`config.mk`:
```
export PLATFORM = sky130hd
export DESIGN_NAME = alu_core
export DESIGN_NICKNAME = d
export VERILOG_FILES = /design/src/rtl/alu_pkg.sv /design/src/rtl/alu_shifter.sv /design/src/rtl/alu_core.sv
export SDC_FILE = /design/constraint.sdc
export NUM_CORES = 1
export LEC_CHECK = 0
export CAP_MARGIN = 20
export CORE_MARGIN = 5
export CORE_UTILIZATION = 30
export DETAILED_ROUTE_END_ITERATION = 16
export SKIP_LAST_GASP = 1
export SLEW_MARGIN = 40
export SYNTH_ARGS = -nofsm -noshare
export SYNTH_HDL_FRONTEND = slang
export SYNTH_SLANG_ARGS = --single-unit
```
`constraint.sdc`:
```
create_clock -name clk -period 1.8 [get_ports clk]
set_input_delay 0.36 -clock clk [delete_from_list [all_inputs] [get_ports clk]]
set_output_delay 0.36 -clock clk [all_outputs]
set_load 0.01 [all_outputs]
```
`src/rtl/alu_pkg.sv`:
```
// Shared definitions for the KGPRISC execute-stage ALU: width, opcodes, flag bit positions.
package alu_pkg;

    localparam int ALU_WIDTH = 32;

    localparam logic [3:0] ALU_ADD   = 4'b0000;
    localparam logic [3:0] ALU_COMP  = 4'b0001;
    localparam logic [3:0] ALU_AND   = 4'b0010;
    localparam logic [3:0] ALU_XOR   = 4'b0011;
    localparam logic [3:0] ALU_SHLL  = 4'b0100;
    localparam logic [3:0] ALU_SHRL  = 4'b0101;
    localparam logic [3:0] ALU_SHLLV = 4'b0110;
    localparam logic [3:0] ALU_SHRLV = 4'b0111;
    localparam logic [3:0] ALU_SHRA  = 4'b1000;
    localparam logic [3:0] ALU_SHRAV = 4'b1001;
    localparam logic [3:0] ALU_SUB   = 4'b1010;
    localparam logic [3:0] ALU_OR    = 4'b1011;
    localparam logic [3:0] ALU_ROL   = 4'b1100;
    localparam logic [3:0] ALU_ROR   = 4'b1101;

    localparam int FLAG_CARRY = 2;
    localparam int FLAG_NEG   = 1;
    localparam int FLAG_ZERO  = 0;

endpackage

```
`src/rtl/alu_shifter.sv`:
```
// Combinational 32-bit barrel shifter: logical/arithmetic shifts and rotates,
// plus the last bit moved across the word boundary (zero for a zero amount).
module alu_shifter
    import alu_pkg::*;
(
    input  logic [31:0] data,
    input  logic [4:0]  amount,
    input  logic        dir_right,
    input  logic        arith,
    input  logic        rotate,
    output logic [31:0] result,
    output logic        carry
);

    logic [5:0] inv_amt;
    logic [4:0] carry_idx;

    // Select shift flavour; the carry bit is data[32-n] going left, data[n-1] going right,
    // which is also the bit a rotate wraps last.
    always_comb begin
        inv_amt   = 6'd32 - {1'b0, amount};
        carry_idx = 5'd0;
        result    = data;
        carry     = 1'b0;
        if (dir_right) begin
            carry_idx = amount - 5'd1;
            if (rotate) begin
                result = (data >> amount) | (data << inv_amt);
            end else if (arith) begin
                result = $unsigned($signed(data) >>> amount);
            end else begin
                result = data >> amount;
            end
        end else begin
            carry_idx = inv_amt[4:0];
            if (rotate) begin
                result = (data << amount) | (data >> inv_amt);
            end else begin
                result = data << amount;
            end
        end
        if (amount != 5'd0) begin
            carry = data[carry_idx];
        end
    end

endmodule

```
`src/rtl/alu_core.sv`:
```
// 32-bit execute-stage ALU with registered result and {carry, negative, zero} flags.
// Optional rotate opcodes (ROL/ROR on 1100/1101) are built only when ALU_ROTATE_EN is defined.
module alu_core
    import alu_pkg::*;
#(
    parameter int WIDTH = ALU_WIDTH
) (
    input  logic             clk,
    input  logic             rst_n,
    input  logic [WIDTH-1:0] in1,
    input  logic [WIDTH-1:0] in2,
    input  logic [4:0]       shamt,
    input  logic [3:0]       control,
    output logic [WIDTH-1:0] out,
    output logic [2:0]       flag
);

    logic [31:0] out_d, out_q;
    logic [2:0]  flag_d, flag_q;

    logic [4:0]  sh_amt;
    logic        sh_right, sh_arith, sh_rot;
    logic [31:0] sh_result;
    logic        sh_carry;

    logic [31:0] add_a, add_b;
    logic        add_cin;
    logic [32:0] add_sum;
    logic        carry;

    alu_shifter u_shifter (
        .data      (in1),
        .amount    (sh_amt),
        .dir_right (sh_right),
        .arith     (sh_arith),
        .rotate    (sh_rot),
        .result    (sh_result),
        .carry     (sh_carry)
    );

    // Shifter controls: variable forms take the amount from in2[4:0].
    always_comb begin
        sh_amt   = shamt;
        sh_right = 1'b0;
        sh_arith = 1'b0;
        sh_rot   = 1'b0;
        if (control == ALU_SHLLV || control == ALU_SHRLV || control == ALU_SHRAV) begin
            sh_amt = in2[4:0];
        end
        if (control == ALU_SHRL || control == ALU_SHRLV ||
            control == ALU_SHRA || control == ALU_SHRAV) begin
            sh_right = 1'b1;
        end
        if (control == ALU_SHRA || control == ALU_SHRAV) begin
            sh_arith = 1'b1;
        end
`ifdef ALU_ROTATE_EN
        if (control == ALU_ROL || control == ALU_ROR) begin
            sh_rot = 1'b1;
        end
        if (control == ALU_ROR) begin
            sh_right = 1'b1;
        end
`endif
    end

    // One shared 33-bit adder serves ADD, COMP (0 + ~in2 + 1) and SUB (in1 + ~in2 + 1).
    always_comb begin
        add_a   = in1;
        add_b   = in2;
        add_cin = 1'b0;
        if (control == ALU_COMP) begin
            add_a   = 32'd0;
            add_b   = ~in2;
            add_cin = 1'b1;
        end else if (control == ALU_SUB) begin
            add_b   = ~in2;
            add_cin = 1'b1;
        end
        add_sum = {1'b0, add_a} + {1'b0, add_b} + {32'd0, add_cin};
    end

    // Result/carry mux and flag derivation; unused opcodes pass in1 with carry clear.
    always_comb begin
        out_d = in1;
        carry = 1'b0;
        case (control)
            ALU_ADD, ALU_COMP, ALU_SUB: begin
                out_d = add_sum[31:0];
                carry = add_sum[32];
            end
            ALU_AND: out_d = in1 & in2;
            ALU_XOR: out_d = in1 ^ in2;
            ALU_OR:  out_d = in1 | in2;
            ALU_SHLL, ALU_SHRL, ALU_SHLLV, ALU_SHRLV, ALU_SHRA, ALU_SHRAV: begin
                out_d = sh_result;
                carry = sh_carry;
            end
`ifdef ALU_ROTATE_EN
            ALU_ROL, ALU_ROR: begin
                out_d = sh_result;
                carry = sh_carry;
            end
`endif
            default: begin
                out_d = in1;
                carry = 1'b0;
            end
        endcase
        flag_d             = 3'b000;
        flag_d[FLAG_CARRY] = carry;
        flag_d[FLAG_NEG]   = out_d[31];
        flag_d[FLAG_ZERO]  = (out_d == 32'd0);
    end

    // Output registers, cleared asynchronously.
    always_ff @(posedge clk or negedge rst_n) begin
        if (!rst_n) begin
            out_q  <= 32'd0;
            flag_q <= 3'b000;
        end else begin
            out_q  <= out_d;
            flag_q <= flag_d;
        end
    end

    assign out  = out_q;
    assign flag = flag_q;

endmodule

```
After elaboration in Yosys (flattened, before gate mapping)
Cells that the tools add are included.

Flip-flop bits (word level): 35. Logic and storage cells: 52. Output and inout port bits: 35. Bits of input ports: 75.

Shifts and indexed selects: 3. Bitwise logic cells: 4. $lt $le $gt $ge: 1. Equality and inequality tests: 11. Reduce and logical (&&, ||, !) cells: 11. Add/sub/neg operators: 4. Muxes and demuxes: 16.

Operators with widths (number): $mux W32 (5); $pmux W32 S5 (1); $add A32 B32 Y33 (1); $add A33 B1 Y33 (1); $and A32 B32 Y32 (1); $logic_not A32 Y1 (1); $not A32 Y32 (1); $or A32 B32 Y32 (1); $shl A32 B5 Y32 (1); $shr A32 B5 Y32 (1); $sshr A32 B5 Y32 (1); $xor A32 B32 Y32 (1); $eq A4 B3 Y1 const B (4); $eq A4 B4 Y1 const B (4); $mux W5 (2); $eq A4 B2 Y1 const B (2); $logic_or A1 B1 Y1 (6); $lt A5 B6 Y1 const B (1); $mux W1 (6); $reduce_or A6 Y1 (1); $bmux W1 S5 (1); $reduce_bool A5 Y1 (1); $sub A1 B5 Y5 const A (1); $sub A5 B1 Y5 const B (1); other kinds (4) (4).

Longest topological paths before layout
Depth in word-level cells: 10. Gate-level depth with buffers: 23. Mapped depth without buffers: 18.

Hierarchy
Synthesis repeated with hierarchy kept, for this count alone.

Cell total of the unflattened synthesis: 1818. Area total of the unflattened synthesis: 14845.5 µm².

By module, submodules not included: alu_shifter (instances 1, sequential area each 0.0 µm², cells an instance 1026, area each 8847.2 µm²); alu_core (instances 1, sequential area each 850.8 µm², cells an instance 792, area each 5998.3 µm²).

Worst setup path before layout
Ideal clock, no wire load.

Path kind: in2reg. Start point: input port control[0]. End point: register flag_q[0], in the netlist flag[0]. Setup time: 0.095 ns. Path slack: -4.335 ns. Data required time: 1.705 ns. Buffers on the path: 5. Cell stages on the path: 20. Arrival time: 6.040 ns. Cells stage by stage: clkbuf_1 -> clkbuf_1 -> clkbuf_1 -> buf_1 -> nand2_1 -> a21oi_1 -> clkbuf_1 -> xnor2_1 -> fa_1 -> fa_1 -> a211oi_1 -> o21ai_0 -> a41oi_1 -> xnor2_1 -> a2111oi_2 -> a31oi_1 -> or4_1 -> nor4_1 -> nand2_1 -> nor4b_2.

Cells in the longest elaborated chain, start to end: 9. Elaborated cells on any way between the ends: 37. Classes of those cells: add/sub: 2; eq/ne: 11; shift: 3; mux: 11; reduce/logical: 10.

Ends and longest elaborated chain: from (decl) (line alu_core.sv:13) `input logic [3:0] control,`; branches (longest 7 deep; another with $add A32 B32 Y33); $pmux W32 S5 * (line alu_core.sv:87) `case (control)`; via out_d[8] (line alu_core.sv:18) `logic [31:0] out_d, out_q;`; $logic_not A32 Y1 * (line alu_core.sv:113) `flag_d[FLAG_ZERO] = (out_d == 32'd0);`; via flag_d[0] (line alu_core.sv:19) `logic [2:0] flag_d, flag_q;`; to (signal assigned) (line alu_core.sv:123) `flag_q <= flag_d;`; to (decl) (line alu_core.sv:19).

Mark *: on every way through the listed nets, which the timed path passes.

Worst setup path after layout
Same ends and word-level chain as after synthesis.

==> out/qor.txt <==
Area of placed instances: 18600 sq um
Internal Power: 0.00644 W
Critical Path Fanout Max: 7
Final hold violations: 0
GRT overflow: 0
Unique masters post-synth: 90
Vias in the first global route: 18800
Comb pwr share: 85.9%
DRT iter0 DRCs: 3058
Starting Density: 30.2%
Post-DP HPWL: 77600 microns
Post-synth EDFFs: 0
DRC violations left: 0
Leak Pwr: 9.88 nW
Port Buffer Count: 109
Critical path required time: 1.98 ns
Synth Cell Area: 11000 sq um
Clk sinks: 34
Clock Pin Slew Worst Setup and Hold Paths: 0.05 ns
Area delta synth->final: 97.8%
Slew Viols, Final: 0
Gr usage total: 44.9%
Clock network fraction of design power: 6.6%
Fraction of layout cells with a size suffix above 1: 47.8%
Synthesized area per cell: 6.74 sq um
Sequential share of power: 7.5%
Delay-heaviest family, CP: simple AND/OR/NAND/NOR gates
Setup CP Type: in -> reg
Die H: 201 microns
Via Count: 19600
Endpoint class of the critical path: register
FMAX: 229 MHz
CP Launch Type: primary input
Design area: 21700 sq um
Die Wd: 201 microns
Period utilization: 242%
Worst min path class: in -> async
DIE AREA: 40500 sq um
Minimum clock period: 4.36 ns
Row Count: 70
CTS tree: yes
Num CTS Buffers: 5
Initial antenna violation count: 8
Pre-CTS WS: -3.53 ns
Area contributors post-synth: ha_1 11%, dfrtp_1 7.7%, a21oi_1 5.8%, nor2_1 5.4%, nand2_1 5.2%
Root Buffer: clkbuf_16
Pwr/cell area: 581 nW/um^2
VDD IR max: 0.361 mV
WP buf/inv: 6
Clock Tree Buf Depth: 2
Post-synth top area cell: ha_1
Seq/Total Area, Yosys: 7.75%
Post-Place Cells: 2885
Hold-fix buffers at CTS: 0
RD Place Congestion: 1.17
Final-report setup violation count: 34
Detailed Routing Iterations Pass 1: 6
Cell mode on critical path: buf_6
H-tree Lvls: 2
Synth top area share: 11.1%
Final Util: 59.8%
Reported net switching power: 0.00618 W
Layout Nets: 2724
Syn Inst Count: 1629
Sw frac: 49.0%
Synth warn: 0
Core Box Area: 36300 sq um
Pin count of the biggest net entering global routing: 38
# fillers: 3233
Unrepaired setup endpoints after global routing: yes
Worst path slowest cell: a2111o_1
CP peak stage delay: 0.40 ns
Failing checks: setup timing
Relative slew slack: 46.8%
Final worst slack: -2.56 ns
Power Total: 0.0126 W
Post-DRT Antenna Nets: 0
Num ports: 110
Worst-Margin Slew: 0.776 ns
FF+latch count, synth: 34
Max_cap viols: 0
First-pass GRT wire length: 134000 microns
Status: finished, violations left
Routed WL per cell: 32.5 microns
CP cell instances: buf_6, nand3b_1, a21oi_4, buf_12, buf_8, buf_12, xnor2_4, ha_4, buf_6, nand4_1, nor3_4, nand3_2, buf_6, a21oi_4, a31oi_2, o21ai_1, xor2_1, a2111o_1, nor4_2, and4_1, nand2_2, nor4b_4
Vias/cell: 6.47
Non-Filler Instances: 3022
Synth Flop Type: dfrtp_1
Syn Nets: 1803
DRT Wirelength: 98200 microns
Arr. time, crit path: 4.54 ns
FFs w/ async S/R, synth: 100%
-- state kept, by name (all words and copies together), names as in the netlist --
register,flops
flag,3
out,31
-- power groups by stage --
stage                     clock [W]  sequential, W  combinational (W)
after floorplan                   0        0.00103            0.00337
after global placement            0       0.000955            0.00874
after detailed placement          0       0.000965            0.00878
after CTS                  0.000858       0.000951            0.00995
after global routing       0.000886       0.000960             0.0110
final                      0.000835       0.000947             0.0108
-- logic make-up after synthesis --
family / synth area share, %
multiplexers: 5.59
AND/OR/NAND/NOR: 24.9
XOR/XNOR: 4.63
AO/OA/AOI/OAI: 38.0
flip-flops: 7.75
adder cells (fa/ha/maj): 11.4
buffers and inverters: 7.80
-- timing repair --
action                                  in CTS  in global routing
buffers inserted                           108                 26
endpoints found under the hold margin        0                  0
resized for setup                          337                 65
endpoints found under the setup margin      34                 34
cloned                                       6                  0
pin swaps                                  128                 70
-- cells in the final DEF (no fill, tap or decap), drive strengths merged, types with 15 or more instances in the layout --
master,n
a221oi,19
nand3,82
a21oi,129
o21ai,113
mux2i,40
nor4,21
and2,18
o22ai,37
inv,77
clkdlybuf4s50,98
nor3,47
dfrtp,34
ha,97
nand2,153
a211oi,43
o221ai,19
xnor2,51
a311oi,18
nor2,160
a31oi,30
a21o,18
nand4,15
o211ai,31
buf,935
-- stage by stage --
step                      hold WS (ns)  setup TNS (ns)
after CTS                        0.498          -55.20
final                            0.485          -61.55
after global placement           0.772          -84.64
after floorplan                 0.0644          -55.14
after global routing             0.549          -63.81
after detailed placement         0.793          -86.80
-- worst max-delay path by stage --
stage	start	to	slack, ns	depth (start not counted)
detailed placement	control[2]	flag[0]$_DFF_PN0_	-3.53	18
CTS	control[0]	flag[0]$_DFF_PN0_	-2.51	19
finish	control[0]	flag[0]$_DFF_PN0_	-2.56	22
global route	control[0]	flag[0]$_DFF_PN0_	-2.71	21
global placement	control[2]	flag[0]$_DFF_PN0_	-3.54	18
floorplan	control[3]	flag[0]$_DFF_PN0_	-2.53	21
-- Yosys cell counts, types with 7 or more instances --
| cell | instances |
|---|---|
| xnor2_1 | 51 |
| o22ai_1 | 37 |
| inv_1 | 78 |
| o32ai_1 | 9 |
| dfrtp_1 | 34 |
| a221oi_1 | 19 |
| o221ai_1 | 19 |
| nand2b_1 | 11 |
| clkbuf_1 | 80 |
| o2111ai_1 | 8 |
| a211oi_1 | 43 |
| a221o_1 | 10 |
| and2_1 | 18 |
| a21oi_1 | 128 |
| a311oi_1 | 16 |
| o21a_1 | 8 |
| a31o_2 | 7 |
| nor3_1 | 46 |
| nand2_1 | 152 |
| ha_1 | 97 |
| a2111oi_0 | 7 |
| xor2_1 | 7 |
| o211ai_1 | 31 |
| mux2i_1 | 40 |
| o21ai_0 | 109 |
| nor2_1 | 157 |
| and3_1 | 11 |
| a31oi_1 | 30 |
| a21boi_0 | 7 |
| nand3_1 | 82 |
| nor2b_1 | 7 |
| nand4_1 | 15 |
| nor4_1 | 21 |
| buf_1 | 9 |
| a211o_1 | 8 |
| a32oi_1 | 8 |
| buf_2 | 34 |
| a22oi_1 | 11 |
| a21o_1 | 18 |
| mux2_2 | 9 |
| o21bai_1 | 7 |
-- final cells by class --
type | count | area [sq um] | area share, %
clock buffer | 6 | 139 | 0.639
clock inverter | 2 | 12.5 | 0.0576
inverter | 81 | 304 | 1.40
antenna | 3 | 7.51 | 0.0346
tap | 468 | 586 | 2.70
timing repair buffer | 1041 | 8870 | 40.9
sequential | 34 | 851 | 3.92
multi-input combinational | 1387 | 11000 | 50.4
-- metal layers --
layer	GRT usage, %	part of all wire, %
met1	54.9	36
met2	66.6	40
met3	13.0	13
met4	33.9	11
met5	0	0.021
(Power assumes the default switching activity.)
